File: src/rtl/ad7991_i2c_responder.sv
// AD7991-style I2C slave emulator. It answers at SLAVE_ADDR, accepts
// configuration bytes, and streams 16-bit conversion words for the
// channels selected in cfg[7:4]. SDA is open-drain and SCL is never stretched.
module ad7991_i2c_responder #(
  parameter logic [6:0] SLAVE_ADDR = 7'h28
) (
  input  logic        clk,
  input  logic        rst,
  input  logic        scl_in,
  input  logic        sda_in,
  output logic        sda_oe,
  input  logic [11:0] ch0_data,
  input  logic [11:0] ch1_data,
  input  logic [11:0] ch2_data,
  input  logic [11:0] ch3_data,
  output logic [7:0]  cfg,
  output logic        cfg_wr,
  output logic        busy
);

  typedef enum logic [2:0] {
    IDLE, ADDR, ADDR_ACK, WR_BYTE, WR_ACK, RD_BYTE, RD_ACK, WAIT_STOP
  } state_t;

  // An empty channel set falls back to VIN0 alone.
  function automatic logic [3:0] chanSetOf(input logic [3:0] nib);
    return (nib == 4'b0000) ? 4'b0001 : nib;
  endfunction

  function automatic logic [1:0] lowestChan(input logic [3:0] set);
    logic [1:0] res;
    res = 2'd0;
    for (int i = 3; i >= 0; i--) begin
      if (set[i]) res = i[1:0];
    end
    return res;
  endfunction

  // Walks offsets 3..1 so the smallest ascending offset wins. If no other
  // channel is selected, the pointer stays where it is.
  function automatic logic [1:0] nextChan(input logic [3:0] set, input logic [1:0] cur);
    logic [1:0] res;
    logic [1:0] cand;
    res = cur;
    for (int i = 3; i >= 1; i--) begin
      cand = cur + i[1:0];
      if (set[cand]) res = cand;
    end
    return res;
  endfunction

  logic        sclMeta_q, sclSync_q, sclPrev_q;
  logic        sdaMeta_q, sdaSync_q, sdaPrev_q;
  logic        fallDly_q;
  logic        sclRise, sclFall, startDet, stopDet;

  state_t      state_q, state_d;
  logic [3:0]  bitCnt_q, bitCnt_d;
  logic [7:0]  shift_q, shift_d;
  logic        rw_q, rw_d;
  logic        sdaOe_q, sdaOe_d;
  logic        busy_q, busy_d;
  logic [7:0]  cfg_q, cfg_d;
  logic        cfgWr_q, cfgWr_d;
  logic [1:0]  chPtr_q, chPtr_d;
  logic [15:0] word_q, word_d;
  logic        lowByte_q, lowByte_d;
  logic        ackBit_q, ackBit_d;

  logic [11:0] chSample [4];
  logic [1:0]  ptrNext;
  logic [15:0] snapWord, nextWord;
  logic [7:0]  txByte;
  logic        txBit;

  assign chSample[0] = ch0_data;
  assign chSample[1] = ch1_data;
  assign chSample[2] = ch2_data;
  assign chSample[3] = ch3_data;

  assign ptrNext  = nextChan(chanSetOf(cfg_q[7:4]), chPtr_q);
  assign snapWord = {2'b00, chPtr_q, chSample[chPtr_q]};
  assign nextWord = {2'b00, ptrNext, chSample[ptrNext]};
  assign txByte   = lowByte_q ? word_q[7:0] : word_q[15:8];
  assign txBit    = txByte[3'd7 - bitCnt_q[2:0]];

  assign sclRise  = sclSync_q & ~sclPrev_q;
  assign sclFall  = ~sclSync_q & sclPrev_q;
  assign startDet = sclSync_q & sclPrev_q & sdaPrev_q & ~sdaSync_q;
  assign stopDet  = sclSync_q & sclPrev_q & ~sdaPrev_q & sdaSync_q;

  // Bring the bus pins into the clock domain and keep one-cycle history for edges.
  always_ff @(posedge clk or negedge rst) begin
    if (!rst) begin
      sclMeta_q <= 1'b1;
      sclSync_q <= 1'b1;
      sclPrev_q <= 1'b1;
      sdaMeta_q <= 1'b1;
      sdaSync_q <= 1'b1;
      sdaPrev_q <= 1'b1;
      fallDly_q <= 1'b0;
    end else begin
      sclMeta_q <= scl_in;
      sclSync_q <= sclMeta_q;
      sclPrev_q <= sclSync_q;
      sdaMeta_q <= sda_in;
      sdaSync_q <= sdaMeta_q;
      sdaPrev_q <= sdaSync_q;
      fallDly_q <= sclFall;
    end
  end

  // Protocol state register; async reset releases SDA at once.
  always_ff @(posedge clk or negedge rst) begin
    if (!rst) begin
      state_q   <= IDLE;
      bitCnt_q  <= 4'd0;
      shift_q   <= 8'h00;
      rw_q      <= 1'b0;
      sdaOe_q   <= 1'b0;
      busy_q    <= 1'b0;
      cfg_q     <= 8'hF0;
      cfgWr_q   <= 1'b0;
      chPtr_q   <= 2'd0;
      word_q    <= 16'h0000;
      lowByte_q <= 1'b0;
      ackBit_q  <= 1'b1;
    end else begin
      state_q   <= state_d;
      bitCnt_q  <= bitCnt_d;
      shift_q   <= shift_d;
      rw_q      <= rw_d;
      sdaOe_q   <= sdaOe_d;
      busy_q    <= busy_d;
      cfg_q     <= cfg_d;
      cfgWr_q   <= cfgWr_d;
      chPtr_q   <= chPtr_d;
      word_q    <= word_d;
      lowByte_q <= lowByte_d;
      ackBit_q  <= ackBit_d;
    end
  end

  // Next-state logic: sample on SCL rise, change SDA the cycle after SCL fall.
  always_comb begin
    state_d   = state_q;
    bitCnt_d  = bitCnt_q;
    shift_d   = shift_q;
    rw_d      = rw_q;
    sdaOe_d   = sdaOe_q;
    busy_d    = busy_q;
    cfg_d     = cfg_q;
    cfgWr_d   = 1'b0;
    chPtr_d   = chPtr_q;
    word_d    = word_q;
    lowByte_d = lowByte_q;
    ackBit_d  = ackBit_q;

    if (startDet) begin
      state_d  = ADDR;
      bitCnt_d = 4'd0;
      sdaOe_d  = 1'b0;
    end else if (stopDet) begin
      state_d = IDLE;
      sdaOe_d = 1'b0;
      busy_d  = 1'b0;
    end else begin
      case (state_q)
        IDLE: ;
        ADDR: begin
          if (sclRise) begin
            shift_d  = {shift_q[6:0], sdaSync_q};
            bitCnt_d = bitCnt_q + 4'd1;
          end else if (fallDly_q && bitCnt_q == 4'd8) begin
            bitCnt_d = 4'd0;
            if (shift_q[7:1] == SLAVE_ADDR) begin
              state_d = ADDR_ACK;
              rw_d    = shift_q[0];
              busy_d  = 1'b1;
              sdaOe_d = 1'b1;
            end else begin
              state_d = WAIT_STOP;
              busy_d  = 1'b0;
              sdaOe_d = 1'b0;
            end
          end
        end
        ADDR_ACK: begin
          if (fallDly_q) begin
            bitCnt_d = 4'd0;
            if (rw_q) begin
              state_d   = RD_BYTE;
              word_d    = snapWord;
              lowByte_d = 1'b0;
              sdaOe_d   = ~snapWord[15];
            end else begin
              state_d = WR_BYTE;
              sdaOe_d = 1'b0;
            end
          end
        end
        WR_BYTE: begin
          if (sclRise) begin
            shift_d  = {shift_q[6:0], sdaSync_q};
            bitCnt_d = bitCnt_q + 4'd1;
          end else if (fallDly_q && bitCnt_q == 4'd8) begin
            cfg_d    = shift_q;
            cfgWr_d  = 1'b1;
            chPtr_d  = lowestChan(chanSetOf(shift_q[7:4]));
            state_d  = WR_ACK;
            sdaOe_d  = 1'b1;
            bitCnt_d = 4'd0;
          end
        end
        WR_ACK: begin
          if (fallDly_q) begin
            state_d = WR_BYTE;
            sdaOe_d = 1'b0;
          end
        end
        RD_BYTE: begin
          if (sclRise) begin
            bitCnt_d = bitCnt_q + 4'd1;
          end else if (fallDly_q) begin
            if (bitCnt_q == 4'd8) begin
              state_d  = RD_ACK;
              sdaOe_d  = 1'b0;
              bitCnt_d = 4'd0;
            end else begin
              sdaOe_d = ~txBit;
            end
          end
        end
        RD_ACK: begin
          if (sclRise) begin
            ackBit_d = sdaSync_q;
          end else if (fallDly_q) begin
            if (ackBit_q) begin
              state_d = WAIT_STOP;
              sdaOe_d = 1'b0;
            end else if (!lowByte_q) begin
              state_d   = RD_BYTE;
              lowByte_d = 1'b1;
              sdaOe_d   = ~word_q[7];
            end else begin
              state_d   = RD_BYTE;
              chPtr_d   = ptrNext;
              word_d    = nextWord;
              lowByte_d = 1'b0;
              sdaOe_d   = ~nextWord[15];
            end
          end
        end
        WAIT_STOP: sdaOe_d = 1'b0;
        default: begin
          state_d = IDLE;
          sdaOe_d = 1'b0;
        end
      endcase
    end
  end

  assign sda_oe = sdaOe_q;
  assign cfg    = cfg_q;
  assign cfg_wr = cfgWr_q;
  assign busy   = busy_q;

endmodule

File: config.mk
export PLATFORM = sky130hd
export DESIGN_NAME = ad7991_i2c_responder
export DESIGN_NICKNAME = d
export VERILOG_FILES = /design/src/rtl/ad7991_i2c_responder.sv
export SDC_FILE = /design/constraint.sdc
export NUM_CORES = 1
export LEC_CHECK = 0
export BUFFER_PORTS_ARGS = -buffer_cell sky130_fd_sc_hd__buf_4
export CORE_UTILIZATION = 46
export CTS_BUF_LIST = sky130_fd_sc_hd__clkbuf_2 sky130_fd_sc_hd__clkbuf_4 sky130_fd_sc_hd__clkbuf_8
export CTS_CLUSTER_SIZE = 20
export DETAILED_ROUTE_END_ITERATION = 10
export PLACE_DENSITY = 0.68
export SYNTH_ARGS = -nofsm -noshare
export SYNTH_HDL_FRONTEND = slang
export SYNTH_SLANG_ARGS = --single-unit
File: constraint.sdc
create_clock -name clk -period 4.3 [get_ports clk]
set_input_delay 0.43 -clock clk [delete_from_list [all_inputs] [get_ports clk]]
set_output_delay 0.43 -clock clk [all_outputs]
set_load 0.01 [all_outputs]
Word level (Yosys, flattened, before mapping)
Cells that the tools add are included.
- shift operators: 0
- $add $sub $neg: 5
- equality and inequality tests: 34
- mux-type cells: 96
- divide/modulo/power cells: 0
- reductions and logical operators: 22
- bitwise gates (word level): 18
- $lt $le $gt $ge: 6
- multiply operators: 0
- operators by type and width (operator ; count):
    $mux 16 ; 6
    $ne 4x4->1 const B ; 13
    $bmux 12 s2 ; 2
    $mux 12 ; 4
    $mux 3 ; 15
    $mux 4 ; 10
    $mux 1 ; 34
    $pmux 16 s2 ; 1
    $mux 2 ; 14
    $ne 2x2->1 const B ; 9
    $pmux 3 s6 ; 1
    $reduce_and 9->1 ; 2
    $eq 3x3->1 const B ; 4
    $pmux 4 s3 ; 1
    $reduce_and 12->1 ; 1
    $reduce_and 4->1 ; 3
    $reduce_and 6->1 ; 2
    $reduce_and 11->1 ; 1
    $lt 2x3->1 const B ; 3
    $not 1->1 ; 9
    $reduce_bool 9->1 ; 1
    $logic_not 4->1 ; 2
    $mux 8 ; 1
    $reduce_and 8->1 ; 1
    other kinds (26) ; 41
- memory bits (read-only): 0
- RAM bits: 0
- register bits after elaboration: 54
- memories kept: 0
- input bits: 52
- latch bits: 0

Logic depth before layout (Yosys ltp)
- word-level depth: 16
- gate-level depth with buffers: 10
- mapped depth without buffers: 8

Worst setup path after synthesis
No wires, ideal clock.
- kind: register -> register
- start: reg bitCnt_q[0]
- end: reg sdaOe_q (netlist: sda_oe)
- library setup time: 0.128 ns
- data arrival time: 2.048 ns
- cell stages (with the launch flop): 10
- data required time: 4.172 ns
- path slack: 2.125 ns
- path buffers: 2
- cells stage by stage: dfrtp_1 > clkbuf_1 > inv_1 > ha_1 > and3b_1 > and3_1 > buf_2 > a2111oi_0 > nor3b_1 > mux2_1
- word-level cells in the longest chain between the ends: 10
- elaborated cells between the ends (all ways): 15
- ends and longest elaborated chain (element ; line ; source):
    from (decl) ; 58 ; logic [3:0] bitCnt_q, bitCnt_d;
    from (signal assigned) ; 130 ; bitCnt_q <= bitCnt_d;
    $sub 3x3->3 ; 85 ; assign txBit = txByte[3'd7 - bitCnt_q[2:0]];
    $bmux 1 s3 ; 85 ;
    $mux 1 (not written as such) ; 85 ;
    $not 1->1 ; 230 ; sdaOe_d = ~txBit;
    $mux 1 ; 225 ; if (bitCnt_q == 4'd8) begin
    $mux 1 ; 224 ; end else if (fallDly_q) begin
    $mux 1 ; 222 ; if (sclRise) begin
    $pmux 1 s7 ; 168 ; case (state_q)
    $mux 1 ; 163 ; end else if (stopDet) begin
    $mux 1 ; 159 ; if (startDet) begin
    to (signal assigned) ; 133 ; sdaOe_q <= sdaOe_d;
    to (decl) ; 61 ; logic sdaOe_q, sdaOe_d;
Several ways; a longest one is shown, not always the timed one. The select of a mux whose other input is x is not followed.
A chain may end at the register's enable or synchronous reset.

Worst setup path in the final report
- start: reg state_q[1]
- end: reg word_q[11]
- word-level cells in the longest chain between the ends: 3
- elaborated cells between the ends (all ways): 11
- ends and longest elaborated chain (element ; line ; source):
    from (decl) ; 57 ; state_t state_q, state_d;
    from (signal assigned) ; 129 ; state_q <= state_d;
    $eq 3x2->1 / $eq 3x3->1 (equally long branches) ; 168 ;
    $ne 2x2->1 (no line) / $reduce_bool 2->1 (equally long branches) ; -- ;
    $reduce_and 9->1 (no line) ; -- ;
    to (signal assigned) ; 138 ; word_q <= word_d;
    to (decl) ; 66 ; logic [15:0] word_q, word_d;
Several ways; a longest one is shown, not always the timed one.

==> results_dict.tcl <==
set metrics [dict create \
    logic_depth_of_the_worst_register_to_register_path 5 \
    achievable-frequency_mhz 324 \
    ctsHtreeMaxLevel 2 \
    worst_skew_pair.late_latency_ns 0.32 \
    root_buffer "sky130_fd_sc_hd__clkbuf_8" \
    largest_net_degree_at_the_start_of_global_routing 53 \
    finish.utilization 0.564 \
    cellInternalPower_mw 1.03 \
    number_of_rows_created_at_floorplan 30 \
    clkTransAtPathRegs_ns 0.11 \
    routedWlPerCell_um 16.1 \
    routed_wl_um 7750 \
    warnings_synthesis 0 \
    comb_power_share 0.330 \
    antenna_violations_before_repair 0 \
    dpl.hpwl_um 5500 \
    r2r_end "word_q[11]" \
    synth_area_leader_cell "sky130_fd_sc_hd__dfrtp_1" \
    syn_area_mm2 0.00336 \
    final_instance_area_mm2 0.00391 \
    outcome "completed" \
    cts_tree "yes" \
    transition_time_of_the_tightest_slew_check_pin_ns 1.11 \
    netlist.area_leader.share 0.305 \
    synth.top_cells.by_area "sky130_fd_sc_hd__dfrtp_1 (31%), sky130_fd_sc_hd__mux4_2 (9.4%), sky130_fd_sc_hd__dfstp_2 (8.6%), sky130_fd_sc_hd__nand2_1 (6.1%), sky130_fd_sc_hd__mux2_2 (5.7%)" \
    post-route-period-util 0.718 \
    dpl_cell_area_mm2 0.00382 \
    grt_use_met2 0.308 \
    antenna_violation_net_count_after_detailed_routing 0 \
    synth_seq_area_share 0.391 \
    avgViaCountPerCell 5.90 \
    synthesis.area_per_instance_um2 9.89 \
    drt_drc_violations_left 0 \
    die-height_um 87.5 \
    setup_total_negative_slack_ns 0 \
    power.share.switching 0.369 \
    post_cts_buffers 0 \
    worstReg2RegStart "state_q[1]" \
    worst-r2r-setup-slack_ns 1.21 \
    maxCapViolCount 0 \
    final_net_count 438 \
    hold_path.class "in -> async" \
    cp-startpoint "state_q[1]" \
    timing.final.setup_violations 0 \
    post_synth_num_cell_types 54 \
    use_met3 0.0341 \
    cts_resized 0 \
    arr_time_crit_path_ns 3.29 \
    power.net_switching_mw 0.600 \
    criticalPathCategory "reg -> reg" \
    synth_fp_nets 394 \
    clock_sinks 52 \
    cts_inserted_buffers 5 \
    top_post_synthesis_cells_by_count "sky130_fd_sc_hd__nand2_1 (55), sky130_fd_sc_hd__dfrtp_1 (41), sky130_fd_sc_hd__a21oi_1 (25), sky130_fd_sc_hd__o21ai_0 (22), sky130_fd_sc_hd__mux2_2 (17)" \
    postSynthCellCount 340 \
    ys_seq_elements 52 \
    rsz_0062_raised_after_global_routing "no" \
    cellPowerDensity_mw_per_mm2 416 \
    slew_headroom 0.258 \
    number_of_enable_flip_flop_cells_after_synthesis 0 \
    synthMostInstantiatedCell "sky130_fd_sc_hd__nand2_1" \
    ioPinCount 63 \
    critPathRequiredTime_ns 4.50 \
    die_area_mm2 0.00765 \
    finish.cell_count_without_fillers 481 \
    grtUsageMet1 0.305 \
    cts_max_path_buffers 2 \
    critPathCaptureType "register" \
    globalRouteTotalUtil 0.205 \
    grt_busiest_layer "met2" \
    port_buffers 62 \
    first_iter_violations 138 \
    post_cts_hold_buffer_count 0 \
    horiz_die_dim_um 87.5 \
    clock_period_minus_worst_slack_ns 3.09 \
    ys_dominant_reg_cell "sky130_fd_sc_hd__dfrtp_1" \
    worst_ir_drop_on_vdd_mv 0.148 \
    drtPass1Iterations 5 \
    slew_viol_final 0 \
    overflow 0 \
    totalPowerFinal_mw 1.63 \
    asyncSetResetFlopFracSynth 1.00 \
    first_global_vias 2591 \
    crit_path_start_kind "register" \
    power_leakage_nw 1.76 \
    antenna_cells_inserted 0 \
    floorplan.core_area_mm2 0.00694 \
    clock-skew-final_ns 0.0102 \
    globalplace.congestion 0.842 \
    crit_fanout 25 \
    wire_length_of_the_first_global_routing_pass_um 12400 \
    cp-endpoint "word_q[11]" \
    detailroute.via_count 2839 \
    power_frac_clock 0.186 \
    pwr-share-seq 0.483 \
    timing.final.hold_violations 0 \
    initial_core_util 0.484 \
    area_growth_syn_to_layout_pct 16.4 \
    fraction_of_final_layout_cells_with_drive_strength_greater_than_1 0.304 \
    inst_count_dp 473 \
]
==> sequential cells by signal, indices dropped and copies added (netlist names) <==
name       flops
word_q        14
cfg            8
shift_q        8
bitCnt_q       4
state_q        3
chPtr_q        2
ackBit_q       1
busy           1
cfg_wr         1
fallDly_q      1
lowByte_q      1
rw_q           1
sclMeta_q      1
sclPrev_q      1
sclSync_q      1
sdaMeta_q      1
sdaPrev_q      1
sdaSync_q      1
sda_oe         1
==> layer usage <==
metal / vias up / part of all wire
met5: - / 0
met4: 0 / 0.016
met3: 14 / 0.050
met1: 1382 / 0.48
li1: 1364 / -
met2: 79 / 0.45
==> kinds of logic after synthesis <==
| group | count (synthesis) | share of synthesized area |
|---|---|---|
| AO/OA/AOI/OAI | 94 | 0.193 |
| multiplexers | 37 | 0.179 |
| XOR/XNOR | 1 | 0.00261 |
| adder cells (fa/ha/maj) | 2 | 0.00744 |
| buffers and inverters | 34 | 0.0491 |
| AND/OR/NAND/NOR | 120 | 0.178 |
| flip-flops | 52 | 0.391 |
==> how the worst min path moves through the flow <==
| stage | endpoint | slack (ns) | depth (start not counted) | from |
|---|---|---|---|---|
| floorplan | bitCnt_q[0] | 0.13 | 0 | rst |
| global placement | sclSync_q | 0.35 | 0 | sclMeta_q |
| detailed placement | sclSync_q | 0.35 | 0 | sclMeta_q |
| CTS | cfg[1] | 0.15 | 1 | rst |
| global route | shift_q[3] | 0.18 | 1 | rst |
| finish | cfg[1] | 0.13 | 1 | rst |
==> stage by stage <==
step / worst slack [ns] / hold slack (ns)
after floorplan: 2.12 / 0.134
after detailed placement: 1.23 / 0.348
after global routing: 0.903 / 0.178
final: 1.21 / 0.135
after global placement: 1.32 / 0.348
after CTS: 1.18 / 0.153
==> layout by cell type, fill, tap and decap left out, types with 2 or more instances in the layout <==
cell                         n
sky130_fd_sc_hd__buf_4      62
sky130_fd_sc_hd__nand2_1    55
sky130_fd_sc_hd__dfrtp_1    41
sky130_fd_sc_hd__a21oi_1    25
sky130_fd_sc_hd__o21ai_0    22
sky130_fd_sc_hd__mux2_2     17
sky130_fd_sc_hd__nor2_1     16
sky130_fd_sc_hd__mux4_2     14
sky130_fd_sc_hd__and3_1     13
sky130_fd_sc_hd__a32oi_1    12
sky130_fd_sc_hd__a221o_1    12
sky130_fd_sc_hd__dfstp_2    11
sky130_fd_sc_hd__inv_1       9
sky130_fd_sc_hd__nor2b_1     6
sky130_fd_sc_hd__clkbuf_8    5
sky130_fd_sc_hd__nand2b_1    4
sky130_fd_sc_hd__nor3_1      4
sky130_fd_sc_hd__nand3_1     4
sky130_fd_sc_hd__o22ai_1     4
sky130_fd_sc_hd__o31ai_1     3
sky130_fd_sc_hd__and2_1      3
sky130_fd_sc_hd__mux2i_1     3
sky130_fd_sc_hd__nand4b_1    2
sky130_fd_sc_hd__and3b_1     2
sky130_fd_sc_hd__and2b_1     2
sky130_fd_sc_hd__o31a_1      2
sky130_fd_sc_hd__a2111oi_0   2
sky130_fd_sc_hd__mux4_1      2
sky130_fd_sc_hd__ha_1        2
sky130_fd_sc_hd__inv_6       2
==> worst max-delay path: stages (launching register included) <==
cell	delay, ns
sky130_fd_sc_hd__dfrtp_1	0.60
sky130_fd_sc_hd__nor2b_1	0.36
sky130_fd_sc_hd__nand2_1	0.53
sky130_fd_sc_hd__o21ai_2	0.74
sky130_fd_sc_hd__nor2_1	0.35
sky130_fd_sc_hd__a221o_1	0.40
==> final cells by class <==
| class | count | area, um2 |
|---|---|---|
| fill | 627 | 3030 |
| multi-input combinational | 254 | 1880 |
| sequential | 52 | 1320 |
| timing repair buffer | 62 | 465 |
| tap | 96 | 120 |
| clock buffer | 5 | 68.8 |
| inverter | 9 | 33.8 |
| clock inverter | 3 | 28.8 |
==> power groups by stage <==
stage               combinational (mW)  clock [mW]  sequential, mW
floorplan                        0.479           0           0.689
global placement                 0.523           0           0.784
detailed placement               0.529           0           0.791
CTS                              0.534       0.314           0.784
global route                     0.595       0.330           0.810
finish                           0.538       0.303           0.786
No activity file was read; power rests on OpenSTA's default activity.
